### src/rtl/inert_intf_ctrl.sv
// Inertial sensor sequencer: settle, configure over SPI, then read pitch rate and Z accel on each INT.
// Defining INERT_TIMEOUT_EN builds a done-watchdog that drives the sticky err flag.
module inert_intf_ctrl #(
    parameter int INIT_WAIT_BITS = 16,
    parameter int TIMEOUT_BITS   = 10
) (
    input  logic        clk,
    input  logic        rst,
    input  logic        INT,
    input  logic        done,
    input  logic [15:0] rd_data,
    output logic        wrt,
    output logic [15:0] cmd,
    output logic [15:0] ptch_rt,
    output logic [15:0] AZ,
    output logic        vld,
    output logic        err
);
    localparam logic [1:0] ST_SETTLE = 2'd0;
    localparam logic [1:0] ST_CFG    = 2'd1;
    localparam logic [1:0] ST_IDLE   = 2'd2;
    localparam logic [1:0] ST_RD     = 2'd3;

    localparam logic [INIT_WAIT_BITS-1:0] SETTLE_END = '1;

    logic [1:0]                state_reg;
    logic [INIT_WAIT_BITS-1:0] timer_reg;
    logic [1:0]                idx_reg;
    logic                      busy_reg;
    logic                      pending_reg;
    logic                      wrt_reg;
    logic                      vld_reg;
    logic [15:0]               cmd_reg;
    logic [15:0]               ptch_rt_reg;
    logic [15:0]               az_reg;
    logic [7:0]                ptch_lo_reg;
    logic [7:0]                ptch_hi_reg;
    logic [7:0]                az_lo_reg;
    logic [2:0]                int_sync_reg;
    logic                      int_edge_reg;
    logic                      done_ok;
    logic                      is_rd;
    logic                      timeout_hit;
    logic                      unused_ok;

    function automatic logic [15:0] xfer_cmd(input logic rd, input logic [1:0] idx);
        logic [15:0] c;
        if (rd) begin
            case (idx)
                2'd0:    c = 16'hA200;
                2'd1:    c = 16'hA300;
                2'd2:    c = 16'hAC00;
                default: c = 16'hAD00;
            endcase
        end else begin
            case (idx)
                2'd0:    c = 16'h0D02;
                2'd1:    c = 16'h1053;
                2'd2:    c = 16'h1150;
                default: c = 16'h1460;
            endcase
        end
        return c;
    endfunction

    // Two synchroniser stages plus a history stage for edge detection.
    genvar gi;
    generate
        for (gi = 0; gi < 3; gi++) begin : g_int_sync
            if (gi == 0) begin : g_first
                always_ff @(posedge clk) begin
                    if (rst) int_sync_reg[gi] <= 1'b0;
                    else     int_sync_reg[gi] <= INT;
                end
            end else begin : g_next
                always_ff @(posedge clk) begin
                    if (rst) int_sync_reg[gi] <= 1'b0;
                    else     int_sync_reg[gi] <= int_sync_reg[gi-1];
                end
            end
        end
    endgenerate

    always_ff @(posedge clk) begin
        if (rst) int_edge_reg <= 1'b0;
        else     int_edge_reg <= int_sync_reg[1] & ~int_sync_reg[2];
    end

    // A done coincident with wrt belongs to no transaction yet.
    assign done_ok = busy_reg & ~wrt_reg & done;
    assign is_rd   = (state_reg == ST_RD);

`ifdef INERT_TIMEOUT_EN
    logic [TIMEOUT_BITS-1:0] wd_reg;
    logic                    err_reg;

    always_ff @(posedge clk) begin
        if (rst) begin
            wd_reg  <= '0;
            err_reg <= 1'b0;
        end else begin
            if (!busy_reg || wrt_reg) wd_reg <= '0;
            else                      wd_reg <= wd_reg + 1'b1;
            if (timeout_hit)          err_reg <= 1'b1;
        end
    end

    assign timeout_hit = busy_reg && !wrt_reg && !done && (wd_reg == '1);
    assign err         = err_reg;
`else
    assign timeout_hit = 1'b0;
    assign err         = 1'b0;
`endif

    always_ff @(posedge clk) begin
        if (rst) begin
            state_reg   <= ST_SETTLE;
            timer_reg   <= '0;
            idx_reg     <= 2'd0;
            busy_reg    <= 1'b0;
            pending_reg <= 1'b0;
            wrt_reg     <= 1'b0;
            vld_reg     <= 1'b0;
            cmd_reg     <= 16'h0000;
            ptch_rt_reg <= 16'h0000;
            az_reg      <= 16'h0000;
            ptch_lo_reg <= 8'h00;
            ptch_hi_reg <= 8'h00;
            az_lo_reg   <= 8'h00;
        end else begin
            wrt_reg <= 1'b0;
            vld_reg <= 1'b0;
            if (int_edge_reg && is_rd) pending_reg <= 1'b1;
            case (state_reg)
                ST_SETTLE: begin
                    timer_reg <= timer_reg + 1'b1;
                    if (timer_reg == SETTLE_END) state_reg <= ST_CFG;
                end
                ST_IDLE: begin
                    if (int_edge_reg || pending_reg) begin
                        pending_reg <= 1'b0;
                        state_reg   <= ST_RD;
                    end
                end
                default: begin
                    if (!busy_reg) begin
                        wrt_reg  <= 1'b1;
                        busy_reg <= 1'b1;
                        cmd_reg  <= xfer_cmd(is_rd, idx_reg);
                    end else if (done_ok) begin
                        if (is_rd) begin
                            case (idx_reg)
                                2'd0: ptch_lo_reg <= rd_data[7:0];
                                2'd1: ptch_hi_reg <= rd_data[7:0];
                                2'd2: az_lo_reg   <= rd_data[7:0];
                                default: begin
                                    // Both words commit together so no half-updated value is seen.
                                    ptch_rt_reg <= {ptch_hi_reg, ptch_lo_reg};
                                    az_reg      <= {rd_data[7:0], az_lo_reg};
                                    vld_reg     <= 1'b1;
                                end
                            endcase
                        end
                        if (idx_reg == 2'd3) begin
                            busy_reg  <= 1'b0;
                            idx_reg   <= 2'd0;
                            state_reg <= ST_IDLE;
                        end else begin
                            idx_reg <= idx_reg + 2'd1;
                            wrt_reg <= 1'b1;
                            cmd_reg <= xfer_cmd(is_rd, idx_reg + 2'd1);
                        end
                    end else if (timeout_hit) begin
                        // Abandoned config restarts from its first write; abandoned read drops to idle.
                        busy_reg <= 1'b0;
                        idx_reg  <= 2'd0;
                        if (is_rd) state_reg <= ST_IDLE;
                    end
                end
            endcase
        end
    end

    assign unused_ok = ^{rd_data[15:8], (TIMEOUT_BITS > 0)};

    assign wrt     = wrt_reg;
    assign cmd     = cmd_reg;
    assign ptch_rt = ptch_rt_reg;
    assign AZ      = az_reg;
    assign vld     = vld_reg;
endmodule

### config.mk
export PLATFORM = sky130hd
export DESIGN_NAME = inert_intf_ctrl
export DESIGN_NICKNAME = d
export VERILOG_FILES = /design/src/rtl/inert_intf_ctrl.sv
export SDC_FILE = /design/constraint.sdc
export NUM_CORES = 1
export LEC_CHECK = 0
export ABC_AREA = 1
export CAP_MARGIN = 30
export CORE_MARGIN = 4
export CORE_UTILIZATION = 62
export DETAILED_ROUTE_END_ITERATION = 10
export DONT_BUFFER_PORTS = 1
export GPL_TIMING_DRIVEN = 0
export PLACE_DENSITY_LB_ADDON = 0.05
export SYNTH_ARGS = -nofsm -noshare
export SYNTH_HDL_FRONTEND = slang
export SYNTH_SLANG_ARGS = --single-unit
export TNS_END_PERCENT = 100
### constraint.sdc
create_clock -name clk -period 1.9 [get_ports clk]
set_input_delay 0.38 -clock clk [delete_from_list [all_inputs] [get_ports clk]]
set_output_delay 0.38 -clock clk [all_outputs]
set_load 0.05 [all_outputs]
Yosys cells after proc, flatten, opt, wreduce, memory -nomap -nowiden:

Cells that the tools add are included.

* add/sub/neg operators: 2
* equality and inequality tests: 12
* mux-type cells: 25
* bitwise gates (word level): 10
* reductions and logical operators: 19

Operators with widths (count)
* 16-bit two-way mux: 5
* 13-bit one-hot mux with 3 select lines: 2
* 12-bit one-hot mux with 3 select lines: 2
* 5-bit AND reduction: 5
* 16-bit by 1-bit adder with 16-bit output (second input constant): 1
* 16-bit == test (second input constant): 1
* 2-bit two-way mux: 6
* 2-bit == test (second input constant): 5
* 1-bit two-way mux: 9
* 3-bit nonzero test: 3
* 1-bit NOT: 7
* 2-bit logical NOT: 3
* 2-bit inequality test (second input constant): 3
* 3-bit AND reduction: 2
* 3-bit OR reduction: 2
* 6-bit OR reduction: 1
* 2-bit by 1-bit == test with 1-bit output (second input constant): 2
* 2-bit one-hot mux with 2 select lines: 1
* 1-bit AND: 3
* 2-bit by 1-bit adder with 2-bit output (second input constant): 1
* 2-bit by 1-bit inequality test with 1-bit output (second input constant): 1
* 2-bit OR reduction: 1
* 1-bit logical AND: 1
* 1-bit logical OR: 1

* register bits: 100
* bits of input ports: 20
* output and inout port bits: 51
* word-level logic and storage cells: 85

Longest topological paths before layout:

Gate-level depths: netlist (run 1).

* word-level depth: 7
* gate-level depth with buffers: 9
* depth with buffers taken out: 9

Worst setup path after synthesis (run 1):

Ideal clock, no wire load.

* path type: reg2reg
* start point: reg wrt_reg, in the netlist wrt
* end point: reg az_reg[10], in the netlist AZ[10]
* setup time: 0.070 ns
* data arrival time: 1.416 ns
* data required time: 1.830 ns
* slack: 0.414 ns
* cell stages (with the launch flop): 8
* path buffers: 1
* period minus slack after synthesis: 1.486 ns
* cells stage by stage: dfxtp_1 inv_1 nand3_2 nor2_4 nand2_2 clkbuf_1 nand2_1 a21oi_1

* longest elaborated chain between the ends: 4

RTL lines
* start, declared: RTL line 31 `logic wrt_reg;`
* start signal, assigned: RTL line 122 `wrt_reg <= 1'b0;`
* start signal, assigned: RTL line 131 `wrt_reg <= 1'b0;`
* start signal, assigned: RTL line 147 `wrt_reg <= 1'b1;`
* 1-bit NOT: RTL line 90 `assign done_ok = busy_reg & ~wrt_reg & done;`
* 1-bit AND (2 in a row): RTL line 90
* 5-bit AND reduction (no line)
* end signal, assigned: RTL line 159 `az_reg <= {rd_data[7:0], az_lo_reg};`
* end, declared: RTL line 35 `logic [15:0] az_reg;`

Every way passes these cells.
A chain may end at the register's enable or synchronous reset.

==> results of run 1 <==
## synth_stat cells
cell type  number
o211ai_1        3
inv_2           1
o21ai_0        17
ha_1            8
buf_2           7
clkbuf_1       19
inv_1          30
o31ai_1         2
nand3b_1        1
a21oi_1        70
nand3_2         2
nand2_1       126
xor2_1          1
nor2_2          1
nand3_1        71
nor3_1          2
nor2_1         43
o21ai_1         2
dfxtp_1        94
clkinv_1        2
a211oi_1        2
o21bai_1        1
nand2_2         2
conb_1          1
nor2_4          3
nand4_1         5
buf_4           7
buf_6           3
a31oi_1         3
## area by class of cell
class / count / area [sq um]
plain buffers: 35 / 191.4
flip-flops and latches: 94 / 1884
inverters: 33 / 123.9
multi-input cells: 370 / 1763
clock inverters: 4 / 52.55
fillers: 503 / 1797
clock buffers: 12 / 155.1
well taps: 75 / 93.84
## per-layer routing
layer,share of wire,track usage,up-vias
met5,0,0,-
met4,0.020,0.1004,0
met3,0.079,0.06491,15
met2,0.44,0.3589,121
met1,0.46,0.3331,1588
li1,-,-,1771
## path summary, 6_finish.rpt
kind	slack, ps	cells after the start	to
setup / recovery	190	1	cmd[15]
setup reg to reg	240	6	ptch_hi_reg[0]$_SDFFE_PP0P_
hold reg to reg	400	1	int_edge_reg$_SDFF_PP0_
hold / removal	140	2	int_sync_reg[0]$_SDFF_PP0_
## cell families (layout without fill, tap and decap cells)
| family | count (synthesis) | after routing |
|---|---|---|
| XOR/XNOR | 1 | 1 |
| adder cells (fa/ha/maj) | 8 | 8 |
| other | 1 | 5 |
| buffers and inverters | 69 | 84 |
| AND/OR/NAND/NOR | 256 | 256 |
| AO/OA/AOI/OAI | 100 | 100 |
| flip-flops | 94 | 94 |
## power groups by stage
stage          combinational, W  clock [W]  sequential [W]
2_1_floorplan         0.0000759          0         0.00203
3_3_place_gp          0.0000927          0         0.00203
3_5_place_dp          0.0000951          0         0.00203
4_1_cts               0.0000949    0.00140         0.00198
5_1_grt                0.000105    0.00148         0.00198
6_report              0.0000962    0.00137         0.00198
## timing repair
item                                   in CTS  in global routing
setup endpoints to repair                   0                 32
endpoints found under the hold margin       0                  0
resized for setup                           0                  6
## metrics by stage
stage | total power (W) | area (sq um) | worst slack (ps) | hold WS [ps]
after global placement | 0.002121 | 4055 | 143.3 | 379.1
after CTS | 0.003482 | 4263 | 80.62 | 126.4
after detailed placement | 0.002124 | 4055 | 99.56 | 395.4
final | 0.003452 | 4264 | 187.9 | 142.4
after floorplan | 0.002104 | 3961 | 413.5 | 374.4
after global routing | 0.003569 | 4264 | 56.64 | 149.4
==> impl_metrics.json, run 1 <==
{
  "sw_frac_of_total": 0.2218,
  "setup_tns_ps": 0,
  "grt_pass1_vias": 3267,
  "avgSynthCellArea_sq_um": 7.460,
  "synthXorXnorAreaFrac": 0.002219,
  "fp-row-count": 28,
  "final-max-slew-violation-count": 0,
  "ys_ff_latch": 94,
  "fin_cells": 623,
  "worstSetupPathType": "flop to output port",
  "grt_setup_unrepaired": "false",
  "hold_viol_final": 0,
  "combPwrFrac": 0.028,
  "power.share.clock": 0.398,
  "cp.required_ps": 1520,
  "yosys_warnings": 0,
  "dieArea_sq_um": 7705,
  "slowest_stage": "dfxtp_1",
  "synthSimpleGateAreaFrac": 0.2815,
  "synthAdderAreaFrac": 0.02536,
  "io_pins": 71,
  "setup.worst_path.start": "cmd[13]$_SDFFE_PP0P_",
  "yosysSeqAreaShare": 0.4769,
  "path_max_fanout": 3,
  "yosysTopAreaCellShare": 0.4769,
  "syn_area_sq_um": 3946,
  "synth.area.mux_share": 0,
  "postCtsSetupRepairBufs": 0,
  "synth_top_family_by_area": "simple AND/OR/NAND/NOR gates",
  "finalCritPeriodShare": 0.9011,
  "synth_compound_area_frac": 0.1328,
  "worst_pin_slew_ps": 647.2,
  "clock-sinks": 94,
  "worstPathCellList": "buf_4",
  "cp.buffers_inverters": 1,
  "tritoncts": "done",
  "io_buffers": 0,
  "dieHeight_microns": 87.78,
  "wl_per_cell_microns": 14.32,
  "vias_per_cell": 5.610,
  "cp-start-kind": "flop",
  "drive_gt1_frac": 0.08212,
  "cts_buffers": 9,
  "dp_hpwl_microns": 6449,
  "layout_commonest_cell": "nand2_1",
  "p_sw_w": 0.0007655,
  "holdCritStartpoint": "INT",
  "synth_area_leaders": "dfxtp_1, nand2_1, nand3_1",
  "grt_first_pass_wirelength_microns": 14830,
  "post-route-util": 0.7036,
  "htreeDepth": 3,
  "powerDensity_nw_per_um2": 809.5,
  "clockRootBuffer": "clkbuf_8",
  "max-slew-margin-rel": 0.5685,
  "drc": 0,
  "fin_skew_ps": 16.46,
  "start_util": 0.6511,
  "synth_top_area_cell": "dfxtp_1",
  "grt.total_usage": 0.2420,
  "period_needed_ps": 1712,
  "yosysUniqueCellTypes": 29,
  "worst_path_largest_cell_delay_ps": 680,
  "antenna_found_initial": 0,
  "clock.fmax_ghz": 0.5841,
  "insertion_delay_ps": 360,
  "p_int_w": 0.002686,
  "finalSetupViolCount": 0,
  "antenna_left": 0,
  "cp.arrival_ps": 1330,
  "cts_max_path_buffers": 2,
  "coreArea_sq_um": 6061,
  "die_w_microns": 87.78,
  "maxCapViolations": 0,
  "critPathTopFamily": "flip-flops",
  "grt_max_degree": 16,
  "routed_wirelength_microns": 8920,
  "syn_inst": 529,
  "fin_nets": 571,
  "dp_cells": 608,
  "final_cell_mix": "nand2_1, dfxtp_1, nand3_1",
  "worstReg2RegStart": "idx_reg[1]$_SDFFE_PP0P_",
  "num_vias": 3495,
  "power.leakage_nw": 1.543,
  "grt_overflow": 0,
  "drt_iter0_drc": 162,
  "cts.clk_slew.worst_paths_ps": 90,
  "ctsHoldBuffers": 0,
  "power.share.sequential": 0.574,
  "syn_to_final_growth_pct": 8.053,
  "diodes": 0,
  "firstDrtPassIters": 5,
  "finalWeightedCongestion": 0.8460,
  "hp-class": "primary input to flop",
  "status": "finished, final reports clean",
  "ir_worst_vdd_mv": 0.5004,
  "worst_setup_path_end_kind": "output port"
}
No activity file was read; power rests on OpenSTA's default activity.
==> run 2, diff against run 1 <==
--- a/config.mk
+++ b/config.mk
@@ -13,6 +13,7 @@
 export DONT_BUFFER_PORTS = 1
 export GPL_TIMING_DRIVEN = 0
 export PLACE_DENSITY_LB_ADDON = 0.05
+export SLEW_MARGIN = 10
 export SYNTH_ARGS = -nofsm -noshare
 export SYNTH_HDL_FRONTEND = slang
 export SYNTH_SLANG_ARGS = --single-unit
==> results of run 2 <==
Same layout as run 1: the final DEF is identical, and so are final timing and power.
==> run 3, diff against run 2 <==
--- a/config.mk
+++ b/config.mk
@@ -13,6 +13,7 @@
 export DONT_BUFFER_PORTS = 1
 export GPL_TIMING_DRIVEN = 0
 export PLACE_DENSITY_LB_ADDON = 0.05
+export SKIP_LAST_GASP = 1
 export SLEW_MARGIN = 10
 export SYNTH_ARGS = -nofsm -noshare
 export SYNTH_HDL_FRONTEND = slang
==> results of run 3 <==
Same layout as run 1: the final DEF is identical, and so are final timing and power.
